[config.mk]
export PLATFORM = sky130hd
export DESIGN_NAME = autoconfig_z2_flat
export DESIGN_NICKNAME = d
export VERILOG_FILES = /design/src/rtl/autoconfig_pkg.sv /design/src/rtl/autoconfig_z2_if.sv /design/src/rtl/sync2.sv /design/src/rtl/autoconfig_z2.sv /design/src/flat_wrapper.sv
export SDC_FILE = /design/constraint.sdc
export NUM_CORES = 1
export LEC_CHECK = 0
export CAP_MARGIN = 20
export CORE_MARGIN = 5
export CORE_UTILIZATION = 41
export DETAILED_ROUTE_END_ITERATION = 6
export PLACE_DENSITY = 0.83
export SYNTH_ARGS = -nofsm -noshare
export SYNTH_HDL_FRONTEND = slang
export SYNTH_SLANG_ARGS = --single-unit
[constraint.sdc]
create_clock -name CLK -period 2.5 [get_ports CLK]
set_clock_uncertainty 0.15 [all_clocks]
set_input_delay 0.5 -clock CLK [delete_from_list [all_inputs] [get_ports CLK]]
set_output_delay 0.5 -clock CLK [all_outputs]
set_load 0.02 [all_outputs]
[src/rtl/autoconfig_pkg.sv]
// Shared types and constants for the Zorro II AutoConfig responder.
// Holds the state encoding, register offsets and a nibble-select helper.
package autoconfig_pkg;

  typedef enum logic [1:0] {
    UNCONF = 2'd0,
    CONFIG = 2'd1,
    SHUTUP = 2'd2
  } state_t;

  localparam logic [6:0] OFS_BASE     = 7'h48;
  localparam logic [6:0] OFS_BASE_LO  = 7'h4A;
  localparam logic [6:0] OFS_SHUTUP   = 7'h4C;
  localparam logic [7:0] AUTOCFG_PAGE = 8'hE8;
  localparam logic [3:0] TYPE_NIBBLE  = 4'hE;

  // idx 0 selects the most significant nibble of the 32-bit word.
  function automatic logic [3:0] pick_nibble(input logic [31:0] word, input logic [2:0] idx);
    logic [4:0]  sh;
    logic [31:0] shifted;
    sh      = {3'd7 - idx, 2'b00};
    shifted = word >> sh;
    return shifted[3:0];
  endfunction

endpackage

[src/rtl/autoconfig_z2_if.sv]
// Bus bundle between the 68000 side and the AutoConfig responder / RAM decoder.
// Handshake: AS_n low frames one bus cycle with a single stable address; DS_n low marks valid write data.
interface autoconfig_z2_if;
  import autoconfig_pkg::*;

  logic [23:1]  A;
  logic [15:12] D_IN;
  logic         RW_n;
  logic         AS_n;
  logic         UDS_n;
  logic         LDS_n;
  logic         DS_n;
  logic         CFGIN_n;
  logic         JP4;

  logic [15:12] D_OUT;
  logic         D_OE;
  logic [7:5]   BASE_RAM;
  logic         RAM_CONFIGURED_n;
  logic         CFGOUT_n;
  state_t       dbg_state;

  modport slave (
    input  A, D_IN, RW_n, AS_n, UDS_n, LDS_n, DS_n, CFGIN_n, JP4,
    output D_OUT, D_OE, BASE_RAM, RAM_CONFIGURED_n, CFGOUT_n, dbg_state
  );

  modport master (
    output A, D_IN, RW_n, AS_n, UDS_n, LDS_n, DS_n, CFGIN_n, JP4,
    input  D_OUT, D_OE, BASE_RAM, RAM_CONFIGURED_n, CFGOUT_n, dbg_state
  );

endinterface

[src/rtl/sync2.sv]
// Two-flop synchronizer for an active-low asynchronous strobe; idles high out of reset.
module sync2 (
  input  logic clk,
  input  logic rst_n,
  input  logic d,
  output logic q
);

  logic meta_q;
  logic sync_q;

  always_ff @(posedge clk or negedge rst_n) begin
    if (!rst_n) begin
      meta_q <= 1'b1;
      sync_q <= 1'b1;
    end else begin
      meta_q <= d;
      sync_q <= meta_q;
    end
  end

  assign q = sync_q;

endmodule

[src/rtl/autoconfig_z2.sv]
// Zorro II AutoConfig responder for the on-card Fast RAM: answers the $E8 page
// while unconfigured, captures the base address and passes the config chain on.
module autoconfig_z2
  import autoconfig_pkg::*;
#(
  parameter logic [15:0] MANUFACTURER_ID = 16'h07DB,
  parameter logic [7:0]  PRODUCT_ID      = 8'h01,
  parameter logic [31:0] SERIAL_NO       = 32'h0000_0001
) (
  input logic            CLK,
  input logic            RESET_n,
  autoconfig_z2_if.slave bus
);

  logic as_s;
  logic ds_s;

  sync2 u_sync_as (.clk(CLK), .rst_n(RESET_n), .d(bus.AS_n), .q(as_s));
  sync2 u_sync_ds (.clk(CLK), .rst_n(RESET_n), .d(bus.DS_n), .q(ds_s));

  state_t       state_q,   state_d;
  logic [2:0]   base_q,    base_d;
  logic         ack_q,     ack_d;
  logic         rd_en_q,   rd_en_d;
  logic [3:0]   dout_q,    dout_d;
  logic         as_prev_q, as_prev_d;

  logic [6:0] ofs;
  logic       page_hit;
  logic       hit;
  logic       as_fall;
  logic       wr_strobe;

  assign ofs       = {bus.A[6:1], 1'b0};
  assign page_hit  = (bus.A[23:16] == AUTOCFG_PAGE);
  assign hit       = !as_s && page_hit && !bus.CFGIN_n && (state_q == UNCONF);
  assign as_fall   = as_prev_q && !as_s;
  assign wr_strobe = !as_s && !ds_s && !bus.RW_n && !ack_q;

  // Offsets $00/$02 read back true; all other AutoConfig registers are stored inverted.
  function automatic logic [3:0] rom_nibble(input logic [6:0] o, input logic jp4);
    logic [3:0] raw;
    logic [6:0] rel;
    raw = 4'h0;
    rel = o - 7'h18;
    case (o)
      7'h00: raw = TYPE_NIBBLE;
      7'h02: raw = jp4 ? 4'h0 : 4'h7;
      7'h04: raw = PRODUCT_ID[7:4];
      7'h06: raw = PRODUCT_ID[3:0];
      7'h08: raw = 4'h8;
      7'h0A: raw = 4'h0;
      7'h10, 7'h12, 7'h14, 7'h16:
        raw = pick_nibble({16'h0000, MANUFACTURER_ID}, {1'b1, o[2:1]});
      7'h18, 7'h1A, 7'h1C, 7'h1E, 7'h20, 7'h22, 7'h24, 7'h26:
        raw = pick_nibble(SERIAL_NO, rel[3:1]);
      default: raw = 4'h0;
    endcase
    return ((o == 7'h00) || (o == 7'h02)) ? raw : ~raw;
  endfunction

  always_comb begin
    state_d   = state_q;
    base_d    = base_q;
    ack_d     = ack_q;
    rd_en_d   = rd_en_q;
    dout_d    = dout_q;
    as_prev_d = as_s;

    if (as_s) begin
      ack_d   = 1'b0;
      rd_en_d = 1'b0;
    end

    if (as_fall) begin
      rd_en_d = hit && bus.RW_n;
      if (hit && bus.RW_n) begin
        dout_d = rom_nibble(ofs, bus.JP4);
      end
    end

    // One write per bus cycle; ack holds off re-triggering on a stretched DS_n.
    if (wr_strobe) begin
      ack_d = 1'b1;
      if (hit) begin
        case (ofs)
          OFS_BASE: begin
            state_d = CONFIG;
            base_d  = bus.D_IN[15:13];
          end
          OFS_SHUTUP:  state_d = SHUTUP;
          OFS_BASE_LO: ;
          default:     ;
        endcase
      end
    end
  end

  always_ff @(posedge CLK or negedge RESET_n) begin
    if (!RESET_n) begin
      state_q   <= UNCONF;
      base_q    <= 3'b000;
      ack_q     <= 1'b0;
      rd_en_q   <= 1'b0;
      dout_q    <= 4'h0;
      as_prev_q <= 1'b1;
    end else begin
      state_q   <= state_d;
      base_q    <= base_d;
      ack_q     <= ack_d;
      rd_en_q   <= rd_en_d;
      dout_q    <= dout_d;
      as_prev_q <= as_prev_d;
    end
  end

  // The raw AS_n term releases the bus without waiting for the synchronizer.
  assign bus.D_OUT            = dout_q;
  assign bus.D_OE             = rd_en_q & ~bus.AS_n;
  assign bus.BASE_RAM         = base_q;
  assign bus.RAM_CONFIGURED_n = (state_q != CONFIG);
  assign bus.CFGOUT_n         = (state_q == UNCONF);
  assign bus.dbg_state        = state_q;

  logic unused_ok;
  assign unused_ok = &{1'b0, bus.UDS_n, bus.LDS_n, bus.A[15:7], bus.D_IN[12]};

endmodule

[src/flat_wrapper.sv]
// flat-port wrapper written by rule: the top's interface ports become plain ports
module autoconfig_z2_flat import autoconfig_pkg::*;
#(
  parameter logic [15:0] MANUFACTURER_ID = 16'h07DB,
  parameter logic [7:0]  PRODUCT_ID      = 8'h01,
  parameter logic [31:0] SERIAL_NO       = 32'h0000_0001
)
  (CLK, RESET_n, bus_A, bus_D_IN, bus_RW_n, bus_AS_n, bus_UDS_n, bus_LDS_n, bus_DS_n, bus_CFGIN_n, bus_JP4, bus_D_OUT, bus_D_OE, bus_BASE_RAM, bus_RAM_CONFIGURED_n, bus_CFGOUT_n, bus_dbg_state);
  autoconfig_z2_if bus_i ();
  input logic CLK;
  input logic RESET_n;
  input wire logic [$bits(bus_i.A)-1:0] bus_A;
  input wire logic [$bits(bus_i.D_IN)-1:0] bus_D_IN;
  input wire logic [$bits(bus_i.RW_n)-1:0] bus_RW_n;
  input wire logic [$bits(bus_i.AS_n)-1:0] bus_AS_n;
  input wire logic [$bits(bus_i.UDS_n)-1:0] bus_UDS_n;
  input wire logic [$bits(bus_i.LDS_n)-1:0] bus_LDS_n;
  input wire logic [$bits(bus_i.DS_n)-1:0] bus_DS_n;
  input wire logic [$bits(bus_i.CFGIN_n)-1:0] bus_CFGIN_n;
  input wire logic [$bits(bus_i.JP4)-1:0] bus_JP4;
  output wire logic [$bits(bus_i.D_OUT)-1:0] bus_D_OUT;
  output wire logic [$bits(bus_i.D_OE)-1:0] bus_D_OE;
  output wire logic [$bits(bus_i.BASE_RAM)-1:0] bus_BASE_RAM;
  output wire logic [$bits(bus_i.RAM_CONFIGURED_n)-1:0] bus_RAM_CONFIGURED_n;
  output wire logic [$bits(bus_i.CFGOUT_n)-1:0] bus_CFGOUT_n;
  output wire logic [$bits(bus_i.dbg_state)-1:0] bus_dbg_state;
  assign bus_i.A = bus_A;
  assign bus_i.D_IN = bus_D_IN;
  assign bus_i.RW_n = bus_RW_n;
  assign bus_i.AS_n = bus_AS_n;
  assign bus_i.UDS_n = bus_UDS_n;
  assign bus_i.LDS_n = bus_LDS_n;
  assign bus_i.DS_n = bus_DS_n;
  assign bus_i.CFGIN_n = bus_CFGIN_n;
  assign bus_i.JP4 = bus_JP4;
  assign bus_D_OUT = bus_i.D_OUT;
  assign bus_D_OE = bus_i.D_OE;
  assign bus_BASE_RAM = bus_i.BASE_RAM;
  assign bus_RAM_CONFIGURED_n = bus_i.RAM_CONFIGURED_n;
  assign bus_CFGOUT_n = bus_i.CFGOUT_n;
  assign bus_dbg_state = bus_i.dbg_state;
  autoconfig_z2 #(.MANUFACTURER_ID(MANUFACTURER_ID), .PRODUCT_ID(PRODUCT_ID), .SERIAL_NO(SERIAL_NO)) u_core (.CLK(CLK), .RESET_n(RESET_n), .bus(bus_i));
endmodule
==> results of run 1 <==
==> metrics by stage <==
step | instances | power (W)
2_1_floorplan | 86 | 0.000306
3_3_place_gp | 158 | 0.000369
3_5_place_dp | 158 | 0.000373
4_1_cts | 162 | 0.000513
5_1_grt | 162 | 0.000537
6_report | 162 | 0.000508
==> cells by family after synthesis <==
group	synth area share
multiplexers	0.0587
AND/OR/NAND/NOR	0.281
flip-flops	0.444
adder cells (fa/ha/maj)	0.0683
AO/OA/AOI/OAI	0.113
buffers and inverters	0.0341
==> worst max path at each step <==
| stage | start | endpoint | slack, ns | depth (start not counted) |
|---|---|---|---|---|
| after floorplan | bus_A[0] | u_core.bus.D_OUT[12] | 0.47 | 7 |
| after global placement | bus_A[0] | u_core.bus.D_OUT[15] | -0.14 | 8 |
| after detailed placement | bus_A[0] | u_core.bus.D_OUT[12] | -0.20 | 8 |
| after CTS | bus_A[0] | u_core.bus.D_OUT[12] | 0.1 | 8 |
| after global routing | bus_A[0] | u_core.bus.D_OUT[15] | 0.01 | 8 |
| final | bus_A[0] | u_core.bus.D_OUT[12] | 0.11 | 8 |
==> power by group through the flow <==
stage,clock network [W],logic [W],registers (W)
after floorplan,0,0.0000319,0.000274
after global placement,0,0.0000950,0.000274
after detailed placement,0,0.0000980,0.000275
after CTS,0.000145,0.0000984,0.000270
after global routing,0.000160,0.000107,0.000271
final,0.000140,0.0000978,0.000270
==> cell type report <==
type                            instances  area (µm²)  share of cell area
Timing Repair Buffer                   46         433               0.311
Multi-Input combinational cell         64         478               0.343
Sequential cell                        16         407               0.292
Inverter                                4        15.0              0.0108
Clock buffer                            4        26.3              0.0189
Tap cell                               28        35.0              0.0251
==> worst reg2reg max path, cell delays in order (launching register included) <==
cell                       delay [ns]
sky130_fd_sc_hd__dfstp_2         0.40
sky130_fd_sc_hd__nor4_2          0.30
sky130_fd_sc_hd__nand3_1         0.13
sky130_fd_sc_hd__or2_1           0.35
sky130_fd_sc_hd__a221oi_1        0.26
sky130_fd_sc_hd__a21o_1          0.11
==> layer usage <==
layer | track usage | vias to the layer above | part of all wire
li1 | - | 410 | -
met1 | 0.165 | 385 | 0.39
met2 | 0.268 | 30 | 0.54
met3 | 0.0407 | 3 | 0.066
met4 | 0.0397 | 0 | 0.0046
met5 | 0 | - | 0
==> flip-flops by register name, indices dropped and copies added, names as in the netlist <==
register and flops:
u_core.bus.D_OUT 4, u_core.u_sync_as.q 1, u_core.u_sync_as.meta_q 1, u_core.bus.dbg_state 2, u_core.rd_en_q 1, u_core.bus.BASE_RAM 3
u_core.u_sync_ds.q 1, u_core.as_prev_q 1, u_core.u_sync_ds.meta_q 1, u_core.ack_q 1
==> cells in the mapped netlist <==
master / count / share of area
sky130_fd_sc_hd__nor4_1: 3 / 0.020
sky130_fd_sc_hd__dfstp_2: 5 / 0.14
sky130_fd_sc_hd__and4b_1: 1 / 0.011
sky130_fd_sc_hd__mux2i_1: 2 / 0.022
sky130_fd_sc_hd__nor4_4: 1 / 0.023
sky130_fd_sc_hd__a21o_1: 3 / 0.025
sky130_fd_sc_hd__nor4_2: 1 / 0.014
sky130_fd_sc_hd__or2_1: 1 / 0.0068
sky130_fd_sc_hd__or4b_1: 1 / 0.011
sky130_fd_sc_hd__and3b_2: 1 / 0.011
sky130_fd_sc_hd__nor2_1: 11 / 0.045
sky130_fd_sc_hd__o21ai_0: 1 / 0.0055
sky130_fd_sc_hd__a221oi_1: 2 / 0.019
sky130_fd_sc_hd__nor4b_2: 1 / 0.016
sky130_fd_sc_hd__o31ai_2: 2 / 0.027
sky130_fd_sc_hd__nor4b_1: 2 / 0.019
sky130_fd_sc_hd__nor3_1: 2 / 0.011
sky130_fd_sc_hd__nand4b_1: 1 / 0.0096
sky130_fd_sc_hd__buf_6: 1 / 0.012
sky130_fd_sc_hd__mux2_2: 3 / 0.037
sky130_fd_sc_hd__a22oi_1: 1 / 0.0082
sky130_fd_sc_hd__a21oi_1: 1 / 0.0055
sky130_fd_sc_hd__or2_2: 1 / 0.0068
sky130_fd_sc_hd__ha_1: 5 / 0.068
sky130_fd_sc_hd__nand3_1: 2 / 0.011
sky130_fd_sc_hd__dfrtp_1: 11 / 0.30
sky130_fd_sc_hd__o31ai_1: 1 / 0.0082
sky130_fd_sc_hd__nor2b_1: 2 / 0.014
sky130_fd_sc_hd__a31oi_1: 1 / 0.0068
sky130_fd_sc_hd__nor3b_1: 2 / 0.016
sky130_fd_sc_hd__inv_1: 4 / 0.016
sky130_fd_sc_hd__nand2_1: 7 / 0.029
sky130_fd_sc_hd__buf_2: 1 / 0.0055
sky130_fd_sc_hd__nand2b_1: 1 / 0.0068
sky130_fd_sc_hd__o21bai_1: 1 / 0.0082
==> flow_summary.yaml, run 1 <==
final_layout:
  finish.instance_area_um2: 1390
  leading_cell_type_in_the_layout_fill_and_taps_excluded: "sky130_fd_sc_hd__clkdlybuf4s50_1"
  commonest_cells_after_routing_fill_and_taps_aside: "sky130_fd_sc_hd__clkdlybuf4s50_1 (35), sky130_fd_sc_hd__nor2_1 (11), sky130_fd_sc_hd__buf_4 (11), sky130_fd_sc_hd__dfrtp_1 (11), sky130_fd_sc_hd__nand2_1 (7)"
  area.growth.synth_to_final_pct: 52.2
  final_core_utilization: 0.642
  layout.nets: 176
  n_antenna_cell: 0
  nFillCells: 189
  drive_above_1_share: 0.216
pwr:
  internal_power_w: 0.000388
  p_leak_nw: 0.634
  power_switching_share: 0.236
  p_per_area_nw_per_um2: 364
  p_comb_frac: 0.193
  power.switching_w: 0.000120
  power.sequential.fraction: 0.532
  power_frac_clock: 0.276
  maximum_ir_drop_on_the_vdd_rail_uv: 391
timing:
  rsz0062_at_grt: "no"
  highest_attainable_clock_frequency_ghz: 0.418
  finalSetupTns_ns: 0
  fin_crit_sh: 0.957
  hold-worst-slack_ns: 0.205
  final.setup.worst_slack_ns: 0.107
  max_slew_margin: 0.542
  finalMaxSlewViolations: 0
  minimum_clock_period_after_layout_ns: 2.39
  timing.final.setup_violations: 0
  tightestPinTransition_ns: 0.685
  hold_viol_final: 0
routing:
  detail-route-antenna-nets: 0
  postRouteWirelength_um: 2190
  detailroute.via_count: 828
  drtPass1Iterations: 4
  drt-wirelength-per-cell_um: 13.5
  drt_iter0_drc: 13
  drcViolationCount: 0
  vias_per_cell: 5.11
yosys:
  yosys_warnings: 0
  yosys_register_bits: 16
  synthesis.nets: 127
  ys_types: 35
  synthesis.area_per_instance_um2: 10.6
  ys_seq_area_frac: 0.444
  total_standard_cell_area_after_synthesis_um2: 916
  post_synth_inst_count: 86
global_routing:
  globalRouteOverflowTotal: 0
  grt_antenna_before_repair: 0
  grt_start_max_net_pins: 17
  global_route_wire_length_before_repair_um: 3730
  global_route.usage.total: 0.146
  first_global_vias: 844
floorplanning:
  std_cell_rows: 17
  number_of_top_level_pins: 48
  initial_utilization: 0.422
  y_dimension_of_the_die_um: 57.3
  design.die.area_um2: 3280
  placeableCoreArea_um2: 2170
  die_w_um: 57.3
worst_hold_path:
  timing.hold.worst.class: "flip-flop to flip-flop"
  holdPathStages: 0
  sink_of_the_worst_hold_path: "u_core.u_sync_as.q"
  hp-start: "u_core.u_sync_as.meta_q"
clock_tree:
  cts_buffers: 3
  cts-htree-levels: 1
  clock-sinks: 16
  cts.hold.buffers_added: 0
  post_cts.repair.setup_buffers: 0
  worst_skew_pair.late_latency_ns: 0.29
  cts_tree: "done"
  cts.repair.resized: 0
  clk_pin_slew_worst_paths_ns: 0.09
  root_buffer: "sky130_fd_sc_hd__clkbuf_4"
  cts-root-to-sink-buffers: 2
critical_path:
  crit_path_largest_cell_delay_ns: 0.52
  timing.critical_path.slowest_stage_cell: "sky130_fd_sc_hd__clkdlybuf4s50_1"
  path_cells: "clkdlybuf4s50_1, inv_1, ha_1, nor4_4, nor4_1, o31ai_2, a21oi_1, o31ai_2"
  worstSetupStartpointType: "primary input"
  signal_arrival_time_at_the_worst_endpoint_ns: 2.44
  regToRegSetupSlack_ns: 0.73
  crit_fanout: 4
  critical_path_required_ns: 2.55
  crit_path_capture_type: "flip-flop"
  reg2regPathDepth: 5
  timing.setup.critical_path_class: "primary input to flip-flop"
  rr_startpoint: "u_core.u_sync_as.q"
  timing.rr.end: "u_core.bus.D_OUT[13]"
  critical_path_buf_inv_count: 2
  cpMostUsedCell: "sky130_fd_sc_hd__o31ai_2"
  critical-path-top-delay-family: "compound AO/OA/AOI/OAI gates"
placement:
  placement.setup.worst_slack_ns: -0.201
  placed_area_um2: 1370
  port_buffers: 35
  gp_congestion: 0.794
  hpwlAfterDp_um: 1900
job:
  max_cap_viol_count: 0
outcome:
  outcome: "finished, final reports clean"
Power figures use the tool's default switching activity.
==> run 2, diff against run 1 <==
- CORE_UTILIZATION: 41 -> 38
- PLACE_DENSITY: 0.83 -> 0.78
- clock period: 2.5 -> 2.3 ns (I/O delays scaled with it)
==> run 2 against run 1 <==
First-iteration DRC count increased by 38%; via count increased by 2.4%; die area increased by 6.5%; cell area increased by 7.4%; combinational power increased by 25%; sequential power increased by 8.5%.
==> flow_summary.yaml, run 2 (same netlist as run 1, synthesis figures left out) <==
critical_path:
  crit_path_capture_type: "flip-flop"
  rr_startpoint: "u_core.u_sync_as.q"
  critical_path_buf_inv_count: 3
  timing.critical_path.slowest_stage_cell: "sky130_fd_sc_hd__o31ai_2"
  critical-path-top-delay-family: "compound AO/OA/AOI/OAI gates"
  crit_path_largest_cell_delay_ns: 0.35
  crit_fanout: 3
  timing.critical_path.from: "bus_A[0]"
  signal_arrival_time_at_the_worst_endpoint_ns: 2.11
  timing.setup.critical_path_class: "primary input to flip-flop"
  path_cells: "dlymetal6s2s_1, inv_1, buf_4, ha_4, nor4_4, nor3b_2, o31ai_2, nor4_2, o31ai_1"
  critical_path_required_ns: 2.35
  worstSetupStartpointType: "primary input"
final_layout:
  commonest_cells_after_routing_fill_and_taps_aside: "sky130_fd_sc_hd__clkdlybuf4s50_1 (32), sky130_fd_sc_hd__buf_4 (14), sky130_fd_sc_hd__nor2_1 (11), sky130_fd_sc_hd__dfrtp_1 (11), sky130_fd_sc_hd__nand2_1 (7)"
  nFillCells: 184
  n_antenna_cell: 0
  finish.cell_count_without_fillers: 166
  leading_cell_type_in_the_layout_fill_and_taps_excluded: "sky130_fd_sc_hd__clkdlybuf4s50_1"
  drive_above_1_share: 0.312
  largest_register_ff_count: 4
  area.growth.synth_to_final_pct: 63.4
  layout.nets: 180
timing:
  finalMaxSlewViolations: 0
  timing.final.setup_violations: 0
  max_slew_margin: 0.527
  hold-worst-slack_ns: 0.210
  hold_viol_final: 0
  tightestPinTransition_ns: 0.707
  minimum_clock_period_after_layout_ns: 2.07
  fin_crit_sh: 0.898
  rsz0062_at_grt: "no"
  highest_attainable_clock_frequency_ghz: 0.484
placement:
  gp_congestion: 0.765
  hpwlAfterDp_um: 1940
  placed_cells_incl_taps: 162
  port_buffers: 35
floorplanning:
  design.die.area_um2: 3490
  die_w_um: 59.1
  placeableCoreArea_um2: 2250
  initial_utilization: 0.406
  number_of_top_level_pins: 48
  std_cell_rows: 17
  y_dimension_of_the_die_um: 59.1
routing:
  detail-route-antenna-nets: 0
  drt_iter0_drc: 18
  drt-wirelength-per-cell_um: 14.3
  drcViolationCount: 0
  detailroute.via_count: 848
  drtPass1Iterations: 4
  vias_per_cell: 5.11
  postRouteWirelength_um: 2370
job:
  max_cap_viol_count: 0
worst_hold_path:
  hp-start: "u_core.u_sync_as.meta_q"
  timing.hold.worst.class: "flip-flop to flip-flop"
global_routing:
  global_route_wire_length_before_repair_um: 3910
  first_global_vias: 933
  globalRouteOverflowTotal: 0
  global_route.usage.total: 0.145
  grt_start_max_net_pins: 17
  grt_antenna_before_repair: 0
clock_tree:
  cts_tree: "done"
  clk_pin_slew_worst_paths_ns: 0.09
  cts-htree-levels: 1
  post_cts.repair.setup_buffers: 0
  cts-root-to-sink-buffers: 2
  worst_skew_pair.late_latency_ns: 0.28
  cts_buffers: 3
  root_buffer: "sky130_fd_sc_hd__clkbuf_4"
  clock-sinks: 16
pwr:
  maximum_ir_drop_on_the_vdd_rail_uv: 441
  p_leak_nw: 0.696
  p_per_area_nw_per_um2: 400
outcome:
  outcome: "finished, final reports clean"
==> run 2: cell types whose count changed in the layout (fill, tap and decap cells not counted), sizes merged <==
cell           previous run  this run
buf                      11        15
clkdlybuf4s50            35        32
dlymetal6s2s              0         3
==> run 2: report_power, final <==
part	switching [W]	internal (W)	leakage, nW
Combinational	0.0000498	0.0000725	0.475
Sequential	0.00000295	0.000290	0.200
Clock	0.0000862	0.0000963	0.0210
==> run 2: per-layer routing <==
metal	up-vias	GRT usage	wire length [µm]
met2	27	0.265	1270
met5	-	0	0
met1	402	0.155	905
li1	417	-	-
met4	0	0.0324	7
met3	2	0.0588	184
==> run 2: final timing paths <==
| kind | end | depth (start not counted) | slack, ns |
|---|---|---|---|
| setup / recovery | u_core.bus.D_OUT[15] | 9 | 0.23 |
| hold / removal | u_core.u_sync_as.q | 0 | 0.21 |
| setup reg to reg | u_core.bus.D_OUT[13] | 5 | 0.54 |
| hold reg to reg | u_core.u_sync_as.q | 0 | 0.21 |
| max in group asynchronous | u_core.bus.dbg_state[1] | 1 | 1.11 |
| min in group asynchronous | u_core.bus.BASE_RAM[5] | 1 | 0.45 |
==> run 2: worst reg2reg max path: stages (launching register included) <==
cell	delay, ns
sky130_fd_sc_hd__dfstp_2	0.40
sky130_fd_sc_hd__nor4_2	0.30
sky130_fd_sc_hd__nand3_1	0.14
sky130_fd_sc_hd__or2_1	0.35
sky130_fd_sc_hd__a221oi_1	0.25
sky130_fd_sc_hd__a21o_1	0.12
==> run 2: timing repair <==
action                     4_1_cts  5_1_grt
resized for setup                3       12
hold buffers                     0        0
pin swaps                        1        6
setup endpoints to repair        2        3
==> run 2: area by class of cell <==
| cell class | instances | area [µm²] | area share |
|---|---|---|---|
| tap | 28 | 35.0 | 0.0234 |
| multi-input combinational | 64 | 529 | 0.354 |
| sequential | 16 | 407 | 0.272 |
| timing repair buffer | 50 | 474 | 0.317 |
| inverter | 4 | 15.0 | 0.0100 |
| clock buffer | 4 | 36.3 | 0.0242 |
==> run 2: metrics by stage <==
step	TNS, ns	utilization	cell area, µm²	setup WS (ns)	total power (W)
2_1_floorplan	0	-	916	0.310	0.000332
3_3_place_gp	-0.766	0.620	1400	-0.268	0.000407
3_5_place_dp	-0.967	0.620	1400	-0.327	0.000411
4_1_cts	0	0.641	1450	0.0219	0.000594
5_1_grt	0	0.664	1500	0.142	0.000626
6_report	0	0.664	1500	0.234	0.000598
==> run 3, diff against run 2 <==
- PLACE_DENSITY: 0.78 -> default
- PLACE_DENSITY_LB_ADDON: default -> 0.15
==> run 3 against run 2 <==
Setup slack worse by 0.15 ns; combinational power is 6% lower; routed wire length is 4.8% lower; sequential share of layout area grew 0.39 points; sequential power about the same; fmax shrank 6.9%; non-clock buffer count grew 2; count of clock-buffer cells in the layout did not move; utilization decreased by 0.94 points; critical path depth fell by 6; largest power group unchanged.
==> flow_summary.yaml, run 3 (same netlist as run 1, synthesis figures left out) <==
critical_path:
  signal_arrival_time_at_the_worst_endpoint_ns: 1.61
  crit_path_capture_type: "output pin"
  critical_path_required_ns: 1.69
  rr_startpoint: "u_core.bus.dbg_state[1]"
  timing.rr.end: "u_core.bus.D_OUT[14]"
  worstSetupStartpointType: "primary input"
  crit_fanout: 2
  timing.critical_path.from: "bus_AS_n"
  timing.setup.critical_path_class: "primary input to output pin"
  critPathCapture: "bus_D_OE"
  regToRegSetupSlack_ns: 0.53
  reg2regPathDepth: 5
global_routing:
  global_route_wire_length_before_repair_um: 3860
  globalRouteOverflowTotal: 0
  global_route.usage.total: 0.143
  grt_antenna_before_repair: 0
  first_global_vias: 878
  grt_start_max_net_pins: 17
timing:
  minimum_clock_period_after_layout_ns: 2.22
  highest_attainable_clock_frequency_ghz: 0.451
  fin_crit_sh: 0.965
  rsz0062_at_grt: "no"
  finalSetupTns_ns: 0
  final.setup.worst_slack_ns: 0.0809
  hold_viol_final: 0
  max_slew_margin: 0.553
  hold-worst-slack_ns: 0.208
  timing.final.setup_violations: 0
  tightestPinTransition_ns: 0.668
  finalMaxSlewViolations: 0
routing:
  drt_iter0_drc: 15
  met3_wirelength_um: 209
  drt-wirelength-per-cell_um: 13.4
  drtPass1Iterations: 2
  drcViolationCount: 0
  met2_routed_length_um: 1050
  detail-route-antenna-nets: 0
  dr.max_layer_used: "met3"
  met1Wirelength_um: 1000
  detailroute.via_count: 847
  postRouteWirelength_um: 2260
  vias_per_cell: 5.04
final_layout:
  layout.nets: 182
  largest_register_ff_count: 4
  n_antenna_cell: 0
  drive_above_1_share: 0.307
  commonest_cells_after_routing_fill_and_taps_aside: "sky130_fd_sc_hd__clkdlybuf4s50_1 (33), sky130_fd_sc_hd__buf_4 (17), sky130_fd_sc_hd__nor2_1 (11), sky130_fd_sc_hd__dfrtp_1 (11), sky130_fd_sc_hd__nand2_1 (7)"
  nFillCells: 199
  final_core_utilization: 0.654
  leading_cell_type_in_the_layout_fill_and_taps_excluded: "sky130_fd_sc_hd__clkdlybuf4s50_1"
  area.growth.synth_to_final_pct: 61.1
  finish.instance_area_um2: 1480
job:
  max_cap_viol_count: 0
pwr:
  p_leak_nw: 0.670
  p_per_area_nw_per_um2: 376
  maximum_ir_drop_on_the_vdd_rail_uv: 369
clock_tree:
  clk_pin_slew_worst_paths_ns: 0.08
  cts.hold.buffers_added: 0
  cts_tree: "done"
  worst_skew_pair.late_latency_ns: 0.28
  cts_buffers: 3
  cts-htree-levels: 1
  root_buffer: "sky130_fd_sc_hd__clkbuf_4"
  clock-sinks: 16
  cts-root-to-sink-buffers: 2
  post_cts.repair.setup_buffers: 0
floorplanning:
  design.die.area_um2: 3490
  placeableCoreArea_um2: 2250
  std_cell_rows: 17
  initial_utilization: 0.406
  number_of_top_level_pins: 48
  die_w_um: 59.1
  y_dimension_of_the_die_um: 59.1
outcome:
  outcome: "finished, final reports clean"
placement:
  placed_area_um2: 1410
  gp_congestion: 0.768
  port_buffers: 35
  placement.setup.worst_slack_ns: -0.356
  hpwlAfterDp_um: 1850
worst_hold_path:
  timing.hold.worst.class: "flip-flop to flip-flop"
## run 3: cell types whose count changed in the layout (fill, tap and decap cells not counted), sizes merged
| cell | delta |
|---|---|
| buf | +2 |
| dlymetal6s2s | -2 |
| clkdlybuf4s50 | +1 |
| dlygate4sd2 | +1 |
## run 3: cell type report
class | instances | area [µm²] | share of cell area
Multi-Input combinational cell | 64 | 513 | 0.348
Timing Repair Buffer | 52 | 479 | 0.325
Sequential cell | 16 | 407 | 0.276
Tap cell | 28 | 35.0 | 0.0237
Clock buffer | 4 | 26.3 | 0.0178
Inverter | 4 | 15.0 | 0.0102
## run 3: what timing repair did
action                     in CTS  in global routing
resized for setup               4                  6
setup endpoints to repair       1                  2
gates cloned                    0                  0
pin swaps                       3                  4
## run 3: worst min path at each step
stage / cells after the start / slack (ns) / to / from
3_5_place_dp: 0 / 0.20 / u_core.u_sync_ds.q / u_core.u_sync_ds.meta_q
6_report: 0 / 0.21 / u_core.u_sync_ds.q / u_core.u_sync_ds.meta_q
5_1_grt: 0 / 0.21 / u_core.u_sync_ds.q / u_core.u_sync_ds.meta_q
3_3_place_gp: 0 / 0.20 / u_core.u_sync_ds.q / u_core.u_sync_ds.meta_q
4_1_cts: 0 / 0.21 / u_core.u_sync_ds.q / u_core.u_sync_ds.meta_q
2_1_floorplan: 0 / 0.01 / u_core.ack_q / RESET_n
## run 3: stage by stage
| step | total power [W] | instances |
|---|---|---|
| after floorplan | 0.000332 | 86 |
| after global placement | 0.000407 | 164 |
| after detailed placement | 0.000410 | 164 |
| after CTS | 0.000561 | 168 |
| after global routing | 0.000590 | 168 |
| final | 0.000555 | 168 |
## run 3: worst max-delay path, stage by stage
cell	delay, ns
sky130_fd_sc_hd__clkdlybuf4s50_1	0.42
sky130_fd_sc_hd__nor2b_1	0.12
sky130_fd_sc_hd__clkdlybuf4s50_1	0.61
## run 3: where the power goes
| part | total, W | internal (W) | switching (W) |
|---|---|---|---|
| Combinational | 0.000115 | 0.0000688 | 0.0000460 |
| Clock | 0.000147 | 0.0000672 | 0.0000796 |
| Sequential | 0.000293 | 0.000290 | 0.00000299 |
| Total | 0.000555 | 0.000426 | 0.000129 |
## run 3: routing by layer
layer  vias up  global-route usage
met3         0              0.0501
met2        27               0.229
li1        421                   -
met1       399               0.182
met4         0              0.0388
met5         -                   0
